$ cat config.mk
export PLATFORM = sky130hd
export DESIGN_NAME = pipe_stage_reg
export DESIGN_NICKNAME = d
export VERILOG_FILES = /design/src/rtl/pipe_stage_reg_pkg.sv /design/src/rtl/pipe_stall_ctl.sv /design/src/rtl/pipe_stage_reg.sv
export SDC_FILE = /design/constraint.sdc
export NUM_CORES = 1
export LEC_CHECK = 0
export BUFFER_PORTS_ARGS = -buffer_cell sky130_fd_sc_hd__buf_2
export CAP_MARGIN = 20
export CORE_MARGIN = 3
export CORE_UTILIZATION = 35
export DETAILED_ROUTE_END_ITERATION = 8
export PLACE_DENSITY_LB_ADDON = 0.1
export RECOVER_POWER = 100
export SETUP_SLACK_MARGIN = 0.05
export SYNTH_ARGS = -nofsm -noshare
export SYNTH_HDL_FRONTEND = slang
export SYNTH_SLANG_ARGS = --single-unit
$ cat constraint.sdc
create_clock -name clk -period 1 [get_ports clk]
set_input_delay 0.1 -clock clk [delete_from_list [all_inputs] [get_ports clk]]
set_output_delay 0.1 -clock clk [all_outputs]
set_load 0.01 [all_outputs]
$ cat src/rtl/pipe_stage_reg_pkg.sv
// Shared constants, action encoding and helpers for the generic pipeline stage register.
// Optional PIPE_STAGE_PERF_EN build uses sat_inc32 for its event counters.
package pipe_stage_reg_pkg;

  localparam logic        STOP              = 1'b1;
  localparam logic        NO_STOP           = 1'b0;
  localparam logic        RST_ENABLE        = 1'b0;
  localparam logic [31:0] ZERO_WORD         = 32'h0000_0000;
  localparam logic [4:0]  NOP_REG_ADDR      = 5'b00000;
  localparam logic        NOT_IN_DELAY_SLOT = 1'b0;
  localparam logic        IN_DELAY_SLOT     = 1'b1;

  // One-hot so a single bit identifies the edge action in every stage instance.
  typedef enum logic [4:0] {
    ACT_RESET   = 5'b00001,
    ACT_FLUSH   = 5'b00010,
    ACT_BUBBLE  = 5'b00100,
    ACT_ADVANCE = 5'b01000,
    ACT_HOLD    = 5'b10000
  } pipe_act_e;

  function automatic logic [31:0] sat_inc32(input logic [31:0] v);
    if (v == 32'hFFFF_FFFF) begin
      return v;
    end else begin
      return v + 32'd1;
    end
  endfunction

endpackage

$ cat src/rtl/pipe_stall_ctl.sv
// Decodes reset, flush and the global stall vector into this stage's one-hot edge action.
module pipe_stall_ctl
  import pipe_stage_reg_pkg::*;
#(
  parameter int STALL_W = 6,
  parameter int STAGE   = 2
) (
  input  logic               rst,
  input  logic               flush,
  input  logic [STALL_W-1:0] stall,
  output pipe_act_e          act
);

  logic own_s;
  logic down_s;
  logic unused_stall_s;

  assign unused_stall_s = ^stall;

  // The last stage has no downstream stall bit, so it never sees a downstream stop.
  generate
    if (STAGE >= STALL_W) begin : g_bad_stage
      $error("pipe_stall_ctl: STAGE must be below STALL_W");
      assign own_s  = NO_STOP;
      assign down_s = NO_STOP;
    end else if (STAGE == STALL_W - 1) begin : g_last_stage
      assign own_s  = stall[STAGE];
      assign down_s = NO_STOP;
    end else begin : g_mid_stage
      assign own_s  = stall[STAGE];
      assign down_s = stall[STAGE+1];
    end
  endgenerate

  // Priority decode: reset, flush, advance, bubble, hold.
  always_comb begin
    act = ACT_HOLD;
    if (rst == RST_ENABLE) begin
      act = ACT_RESET;
    end else if (flush == 1'b1) begin
      act = ACT_FLUSH;
    end else if (own_s == NO_STOP) begin
      act = ACT_ADVANCE;
    end else if (down_s == NO_STOP) begin
      act = ACT_BUBBLE;
    end else begin
      act = ACT_HOLD;
    end
  end

endmodule

$ cat src/rtl/pipe_stage_reg.sv
// Generic inter-stage pipeline register with valid, flush, bubble insertion and delay-slot tracking.
// Define PIPE_STAGE_PERF_EN to add saturating bubble_cnt / hold_cnt event counters.
module pipe_stage_reg
  import pipe_stage_reg_pkg::*;
#(
  parameter int                   PAYLOAD_W   = 77,
  parameter int                   REG_ADDR_W  = 5,
  parameter int                   STALL_W     = 6,
  parameter int                   STAGE       = 2,
  parameter logic [PAYLOAD_W-1:0] NOP_PAYLOAD = {PAYLOAD_W{1'b0}}
) (
  input  logic                  clk,
  input  logic                  rst,
  input  logic [STALL_W-1:0]    stall,
  input  logic                  flush,
  input  logic                  in_valid,
  input  logic [REG_ADDR_W-1:0] in_wd,
  input  logic                  in_wreg,
  input  logic [PAYLOAD_W-1:0]  in_payload,
  input  logic                  in_is_in_delayslot,
  input  logic                  next_inst_in_delayslot_i,
`ifdef PIPE_STAGE_PERF_EN
  output logic [31:0]           bubble_cnt,
  output logic [31:0]           hold_cnt,
`endif
  output logic                  out_valid,
  output logic [REG_ADDR_W-1:0] out_wd,
  output logic                  out_wreg,
  output logic [PAYLOAD_W-1:0]  out_payload,
  output logic                  out_is_in_delayslot,
  output logic                  is_in_delayslot_o
);

  localparam logic [REG_ADDR_W-1:0] WD_NOP = REG_ADDR_W'(NOP_REG_ADDR);

  pipe_act_e act_s;

  logic                  valid_r,   valid_s;
  logic [REG_ADDR_W-1:0] wd_r,      wd_s;
  logic                  wreg_r,    wreg_s;
  logic [PAYLOAD_W-1:0]  payload_r, payload_s;
  logic                  ids_r,     ids_s;
  logic                  ds_trk_r,  ds_trk_s;

  pipe_stall_ctl #(
    .STALL_W (STALL_W),
    .STAGE   (STAGE)
  ) u_stall_ctl (
    .rst   (rst),
    .flush (flush),
    .stall (stall),
    .act   (act_s)
  );

  // Next-state selection; the delay-slot tracker only moves on ADVANCE so it survives stalls.
  always_comb begin
    valid_s   = valid_r;
    wd_s      = wd_r;
    wreg_s    = wreg_r;
    payload_s = payload_r;
    ids_s     = ids_r;
    ds_trk_s  = ds_trk_r;
    case (act_s)
      ACT_BUBBLE: begin
        valid_s   = 1'b0;
        wd_s      = WD_NOP;
        wreg_s    = 1'b0;
        payload_s = NOP_PAYLOAD;
        ids_s     = NOT_IN_DELAY_SLOT;
      end
      ACT_ADVANCE: begin
        if (in_valid == 1'b1) begin
          valid_s   = 1'b1;
          wd_s      = in_wd;
          wreg_s    = in_wreg;
          payload_s = in_payload;
          ids_s     = in_is_in_delayslot;
        end else begin
          valid_s   = 1'b0;
          wd_s      = WD_NOP;
          wreg_s    = 1'b0;
          payload_s = NOP_PAYLOAD;
          ids_s     = NOT_IN_DELAY_SLOT;
        end
        ds_trk_s = next_inst_in_delayslot_i;
      end
      ACT_HOLD: begin
        ds_trk_s = ds_trk_r;
      end
      default: begin
        valid_s   = 1'b0;
        wd_s      = WD_NOP;
        wreg_s    = 1'b0;
        payload_s = NOP_PAYLOAD;
        ids_s     = NOT_IN_DELAY_SLOT;
        ds_trk_s  = NOT_IN_DELAY_SLOT;
      end
    endcase
  end

  // Stage registers with synchronous active-low reset.
  always_ff @(posedge clk) begin
    if (rst == RST_ENABLE) begin
      valid_r   <= 1'b0;
      wd_r      <= WD_NOP;
      wreg_r    <= 1'b0;
      payload_r <= NOP_PAYLOAD;
      ids_r     <= NOT_IN_DELAY_SLOT;
      ds_trk_r  <= NOT_IN_DELAY_SLOT;
    end else begin
      valid_r   <= valid_s;
      wd_r      <= wd_s;
      wreg_r    <= wreg_s;
      payload_r <= payload_s;
      ids_r     <= ids_s;
      ds_trk_r  <= ds_trk_s;
    end
  end

  assign out_valid           = valid_r;
  assign out_wd              = wd_r;
  assign out_wreg            = wreg_r;
  assign out_payload         = payload_r;
  assign out_is_in_delayslot = ids_r;
  assign is_in_delayslot_o   = ds_trk_r;

`ifdef PIPE_STAGE_PERF_EN
  logic [31:0] bubble_cnt_r, bubble_cnt_s;
  logic [31:0] hold_cnt_r,   hold_cnt_s;

  // Event counters: an empty slot entering the stage counts as a bubble.
  always_comb begin
    bubble_cnt_s = bubble_cnt_r;
    hold_cnt_s   = hold_cnt_r;
    case (act_s)
      ACT_BUBBLE: begin
        bubble_cnt_s = sat_inc32(bubble_cnt_r);
      end
      ACT_ADVANCE: begin
        if (in_valid == 1'b0) begin
          bubble_cnt_s = sat_inc32(bubble_cnt_r);
        end else begin
          bubble_cnt_s = bubble_cnt_r;
        end
      end
      ACT_HOLD: begin
        hold_cnt_s = sat_inc32(hold_cnt_r);
      end
      default: begin
        bubble_cnt_s = ZERO_WORD;
        hold_cnt_s   = ZERO_WORD;
      end
    endcase
  end

  // Counter registers with synchronous active-low reset.
  always_ff @(posedge clk) begin
    if (rst == RST_ENABLE) begin
      bubble_cnt_r <= ZERO_WORD;
      hold_cnt_r   <= ZERO_WORD;
    end else begin
      bubble_cnt_r <= bubble_cnt_s;
      hold_cnt_r   <= hold_cnt_s;
    end
  end

  assign bubble_cnt = bubble_cnt_r;
  assign hold_cnt   = hold_cnt_r;
`endif

endmodule

==> flow_summary.ini, run 1 <==
[outcome]
run_status = finished, final reports clean

[worst_hold_path]
min_path_type = in -> reg

[finish]
fraction_of_final_layout_cells_with_drive_strength_greater_than_1_pct = 41.4
diodes = 0
total_of_fill_cells_in_the_finished_design = 618
syn_to_final_growth_pct = 77.2
nets = 549

[setup_path]
timing.critical_path.fanout_max = 2
cp-start-kind = flop
worst_ep_required_time_ns = 0.90
cp_cell_sequence = clkbuf_1
crit_buf_inv = 1
capturing_element_type_of_the_critical_path = primary output
data_arrival_time_of_the_critical_path_ns = 0.84
ff2ff_setup_slack_ns = 0.24
worst_path_max_delay_cell = sky130_fd_sc_hd__dfxtp_1
cpPeakStageDelay_ns = 0.34
critPathKind = reg -> out
critical-path-top-delay-family = flip-flops

[routing]
postRouteWirelength_um = 8100
num_vias = 2550
final_antenna_net_count = 0
routedWlPerCell_um = 14.6
drc = 0
first_iter_violations = 76
detailedRoute.firstPassIterationCount = 4
post_drt_via_cell_ratio = 4.59

[floorplanning]
die_w_um = 93.0
floorplan.io_pins = 181
fp.dieArea_sq_um = 8660
die_h_um = 93.0
core_area_sq_um = 7290
initial_utilization_pct = 36.4
placement_rows = 31

[place]
dpl_worst_slack_ns = -0.0568
place.port_buffers = 176
gp_routability_congestion = 0.701
detailedPlacementHpwl_um = 4850

[yosys]
yosysSeqAreaShare_pct = 64.9
synthSimpleGateAreaFrac_pct = 1.13
synth_warnings = 0
post_synthesis_cell_area_sq_um = 2650
synthesis.instances = 194
combinational_family_with_the_most_area_after_synthesis = compound AO/OA/AOI/OAI gates
synth-compound-area-share_pct = 28.0
netlist-cell-type-count = 11
synth_adder_area_share_pct = 0
post_synth_xor_area_fraction_pct = 0
syn_avg_cell_area_sq_um = 13.7
ys_ff_latch = 86
synth.mux.area_fraction_pct = 0.378
synthesis.nets = 289

[clocking]
clk_latency_ns = 0.33
clk_path_buf_depth = 2
clockRootBuffer = sky130_fd_sc_hd__clkbuf_8
tritoncts_clock_tree = yes
cts-buffers-inserted = 9
cts_htree_levels = 3
clkSlewWorstSetupHoldPaths_ns = 0.08
cts.sinks = 86

[global_route]
grt_use_total_pct = 18.2
grt_pass1_vias = 2537
grt_max_degree = 46
grt_antenna_before_repair = 0
first_pass_grt_wire_length_um = 12400
gr-total-overflow = 0

[timing]
min_period_ns = 0.943
timing.max_slew.rel_slack_pct = 69.3
post-route-period-util_pct = 94.3
skew_ns = 0
finalSetupViolations = 0
fin_ws_ns = 0.0575
worst-slew-pin-transition_ns = 0.460
timing.fmax_mhz = 1060
final_number_of_hold_violating_endpoints = 0
finalMaxSlewViolations = 0
rsz0062_at_grt = true

[pwr]
p_int_mw = 5.56
total_power_density_per_cell_area_nw_per_um2 = 1480
p_leak_nw = 2.20
sw_frac_of_total_pct = 19.9
power.combinational.fraction_pct = 9.7
worst_case_vdd_ir_drop_uv = 750
p_clk_share_pct = 39.6
seqPwrFrac_pct = 50.7
totalPowerFinal_mw = 6.95
power.switching_mw = 1.38

[job]
max-cap-violations = 0
## metrics by stage
stage | cells | cell area [sq um] | utilization (%) | hold slack, ns | TNS (ns)
after CTS | 555 | 4690 | 64.3 | 0.0253 | 0
final | 556 | 4700 | 64.4 | 0.0535 | 0
after global placement | 456 | 3610 | 49.5 | 0.300 | -3.48
after floorplan | 194 | 2650 | - | 0.176 | 0
after detailed placement | 456 | 3610 | 49.5 | 0.298 | -3.37
after global routing | 556 | 4700 | 64.4 | 0.0421 | 0
## sequential cells by signal (all words and copies together), names as in the netlist
register and cells:
is_in_delayslot_o 1, out_is_in_delayslot 1, out_payload 77, out_valid 1, out_wd 5, out_wreg 1
## final timing paths
check,start,endpoint,cells after the start
worst max-delay path,out_payload[14],out_payload[14],1
worst min-delay path,rst,is_in_delayslot_o,2
worst max register to register,out_payload[13],out_payload[13],2
worst min register to register,out_valid,out_valid,1
## synthesized netlist by cell type (all sizes together)
cell | instances | share of area (%)
a22o | 84 | 28
and4b | 1 | 0.38
nor3b | 1 | 0.28
and4bb | 1 | 0.47
clkbuf | 1 | 0.14
buf | 18 | 5.4
dfxtp | 86 | 65
mux2i | 1 | 0.38
a21o | 1 | 0.28
## power by group through the flow
stage | Clock [mW] | Sequential, mW | Combinational (mW)
6_report | 2.75 | 3.52 | 0.671
2_1_floorplan | 0 | 3.63 | 0.119
3_3_place_gp | 0 | 3.60 | 0.408
4_1_cts | 2.86 | 3.52 | 0.673
3_5_place_dp | 0 | 3.60 | 0.410
5_1_grt | 3.00 | 3.53 | 0.723
## layer usage
layer  wire length (um)  GRT usage (%)  vias up
met3                538           4.59       14
met1               3340           21.2     1168
met2               4030           31.1      100
met4                182           8.91        0
li1                   -              -     1268
met5                  0              0        -
## area by class of cell
type	count	area, sq um	area share, %
clock buffers	10	128	2.72
clock inverters	4	97.6	2.08
multi-input cells	89	785	16.7
flip-flops and latches	86	1750	37.3
well taps	99	124	2.64
repair buffers	268	1810	38.5
## layout by cell type, fill, tap and decap left out
cell / instances
sky130_fd_sc_hd__a21o_1: 1
sky130_fd_sc_hd__a22o_1: 84
sky130_fd_sc_hd__and4b_2: 1
sky130_fd_sc_hd__and4bb_2: 1
sky130_fd_sc_hd__buf_12: 2
sky130_fd_sc_hd__buf_2: 127
sky130_fd_sc_hd__buf_4: 4
sky130_fd_sc_hd__buf_6: 7
sky130_fd_sc_hd__bufinv_16: 3
sky130_fd_sc_hd__clkbuf_1: 35
sky130_fd_sc_hd__clkbuf_2: 8
sky130_fd_sc_hd__clkbuf_4: 1
sky130_fd_sc_hd__clkbuf_8: 9
sky130_fd_sc_hd__clkinvlp_4: 1
sky130_fd_sc_hd__dfxtp_1: 61
sky130_fd_sc_hd__dfxtp_2: 25
sky130_fd_sc_hd__dlygate4sd3_1: 85
sky130_fd_sc_hd__mux2i_1: 1
sky130_fd_sc_hd__nor3b_1: 1
## kinds of logic after synthesis
group / Yosys count
simple gates: 3
buf+inv: 19
compound gates: 85
flops: 86
mux: 1
## repair_timing
item,4_1_cts,5_1_grt
endpoints found under the setup margin,1,57
gates resized for setup,1,61
buffers inserted,0,1
pin swaps,0,0
hold endpoints to repair,85,0
hold buffers,85,0
Note: power is estimated with default switching activity, not from simulation.
==> inputs of run 2 (changes only) <==
CORE_MARGIN = 2   (was 3)
==> run 2 against run 1 <==
  * Final cell count unchanged
  * Register-to-register slack improved by 0.09 ns
  * Flip-flop and latch count unchanged
  * Combinational power about the same
  * Setup slack improved by 0.0052 ns
  * Count of clock-buffer cells in the layout increased by 1
  * Clock skew unchanged
  * Largest cell class unchanged
  * Critical path depth unchanged
==> flow_summary.ini, run 2 (same netlist as run 1, synthesis figures left out) <==
[outcome]
run_status = finished, final reports clean

[global_route]
first_pass_grt_wire_length_um = 12700
grt_antenna_before_repair = 0
gr-total-overflow = 0
grt_max_degree = 45
grt_pass1_vias = 2579
grt_use_total_pct = 18.9

[finish]
mostFrequentLayoutCell = sky130_fd_sc_hd__buf_2
diodes = 0
final_core_utilization_pct = 63.8
nets = 548
multi_input_comb_area_sq_um = 785
seqCellArea_sq_um = 1770
number_of_flip_flops_in_the_largest_register = 77
leading_cell_types_in_the_layout_fill_and_taps_excluded = sky130_fd_sc_hd__buf_2 (129), sky130_fd_sc_hd__dlygate4sd3_1 (85), sky130_fd_sc_hd__a22o_1 (84), sky130_fd_sc_hd__dfxtp_1 (50), sky130_fd_sc_hd__dfxtp_2 (36)
final-instance-count-excl-fill = 556
fraction_of_final_layout_cells_with_drive_strength_greater_than_1_pct = 44.4
syn_to_final_growth_pct = 75.5
total_of_fill_cells_in_the_finished_design = 631

[routing]
post_drt_via_cell_ratio = 4.70
detailedRoute.firstPassIterationCount = 4
num_vias = 2612
first_iter_violations = 43
routedWlPerCell_um = 14.6
postRouteWirelength_um = 8090
final_antenna_net_count = 0
drc = 0

[worst_hold_path]
min_path_cells = 2
worst_hold_endpoint = is_in_delayslot_o
min_path_type = in -> reg
hp-start = rst

[floorplanning]
core_area_sq_um = 7290
initial_utilization_pct = 36.4
floorplan.io_pins = 181
fp.dieArea_sq_um = 8290
die_w_um = 91.0
placement_rows = 31
die_h_um = 91.0

[timing]
min_period_ns = 0.937
finalMaxSlewViolations = 0
timing.fmax_mhz = 1070
final_number_of_hold_violating_endpoints = 0
timing.max_slew.rel_slack_pct = 68.9
finalSetupViolations = 0
skew_ns = 0
worst-slew-pin-transition_ns = 0.466
post-route-period-util_pct = 93.7
rsz0062_at_grt = true

[clocking]
clk_latency_ns = 0.33
cts_htree_levels = 3
clkSlewWorstSetupHoldPaths_ns = 0.08
clk_path_buf_depth = 2
post-cts-setup-buffers = 0
tritoncts_clock_tree = yes
clockRootBuffer = sky130_fd_sc_hd__clkbuf_8
cts-buffers-inserted = 9
cts.sinks = 86

[setup_path]
crit_buf_inv = 1
end_of_the_worst_register_to_register_path = out_payload[53]
critical-path-top-delay-family = flip-flops
critPathKind = reg -> out
capturing_element_type_of_the_critical_path = primary output
regToRegStartpoint = out_payload[53]
ff2ff_setup_slack_ns = 0.33
timing.critical_path.fanout_max = 2
data_arrival_time_of_the_critical_path_ns = 0.84
cp_cell_sequence = clkbuf_1
worst_ep_required_time_ns = 0.90
cp-start-kind = flop
worst_path_max_delay_cell = sky130_fd_sc_hd__dfxtp_2
cpPeakStageDelay_ns = 0.33
rr_worst_depth = 1

[job]
max-cap-violations = 0

[place]
place.port_buffers = 176
gp_routability_congestion = 0.706
placedCellCount = 456

[pwr]
p_leak_nw = 2.19
worst_case_vdd_ir_drop_uv = 719
total_power_density_per_cell_area_nw_per_um2 = 1370
## run 2: changes by cell type in the layout (fill, tap and decap cells not counted), moves of 2 or more
cell                        delta
sky130_fd_sc_hd__dfxtp_1      -11
sky130_fd_sc_hd__dfxtp_2      +11
sky130_fd_sc_hd__clkbuf_1      -4
sky130_fd_sc_hd__bufinv_16     -3
sky130_fd_sc_hd__clkinv_2      +3
sky130_fd_sc_hd__buf_2         +2
sky130_fd_sc_hd__clkbuf_8      +2
## run 2: what timing repair did
item                       4_1_cts  5_1_grt
hold buffers                    85        0
setup endpoints to repair        2       65
hold endpoints to repair        85        0
resized for setup                2       71
## run 2: worst max path at each step
stage	slack (ns)	endpoint	cells past startpoint	start
6_report	0.06	out_payload[37]	1	out_payload[37]
4_1_cts	0.05	out_wd[2]	1	out_wd[2]
3_5_place_dp	-0.06	out_payload[70]	4	stall[2]
5_1_grt	0.02	out_payload[55]	1	out_payload[55]
2_1_floorplan	0.04	out_payload[13]	5	stall[2]
3_3_place_gp	-0.04	out_payload[47]	4	flush
## run 2: where the power goes
group / switching (mW) / internal [mW] / total, mW
clock network: 1.14 / 1.01 / 2.16
registers: 0.0340 / 3.49 / 3.52
logic: 0.232 / 0.439 / 0.671
## run 2: layout make-up
| type | count | share of cell area (%) |
|---|---|---|
| flip-flops and latches | 86 | 38.0 |
| repair buffers | 267 | 38.8 |
| multi-input cells | 89 | 16.9 |
| clock inverters | 4 | 0.484 |
| clock buffers | 11 | 3.25 |
| well taps | 99 | 2.66 |
## run 2: routing by layer
layer / wire length [um] / global-route usage, %
met2: 3950 / 31.4
met3: 550 / 5.23
met1: 3400 / 22.4
met5: 0 / 0
met4: 190 / 9.34
## run 2: per-stage QoR
stage               worst slack, ns  hold slack [ns]  total power [mW]  setup TNS, ns  instance area (sq um)
floorplan                    0.0370            0.176              3.75              0                   2650
global placement            -0.0427            0.289              4.00          -2.85                   3610
detailed placement          -0.0614            0.297              4.01          -3.12                   3610
CTS                          0.0521           0.0247              6.42              0                   4630
global route                 0.0219           0.0279              6.66              0                   4650
finish                       0.0627           0.0444              6.35              0                   4650
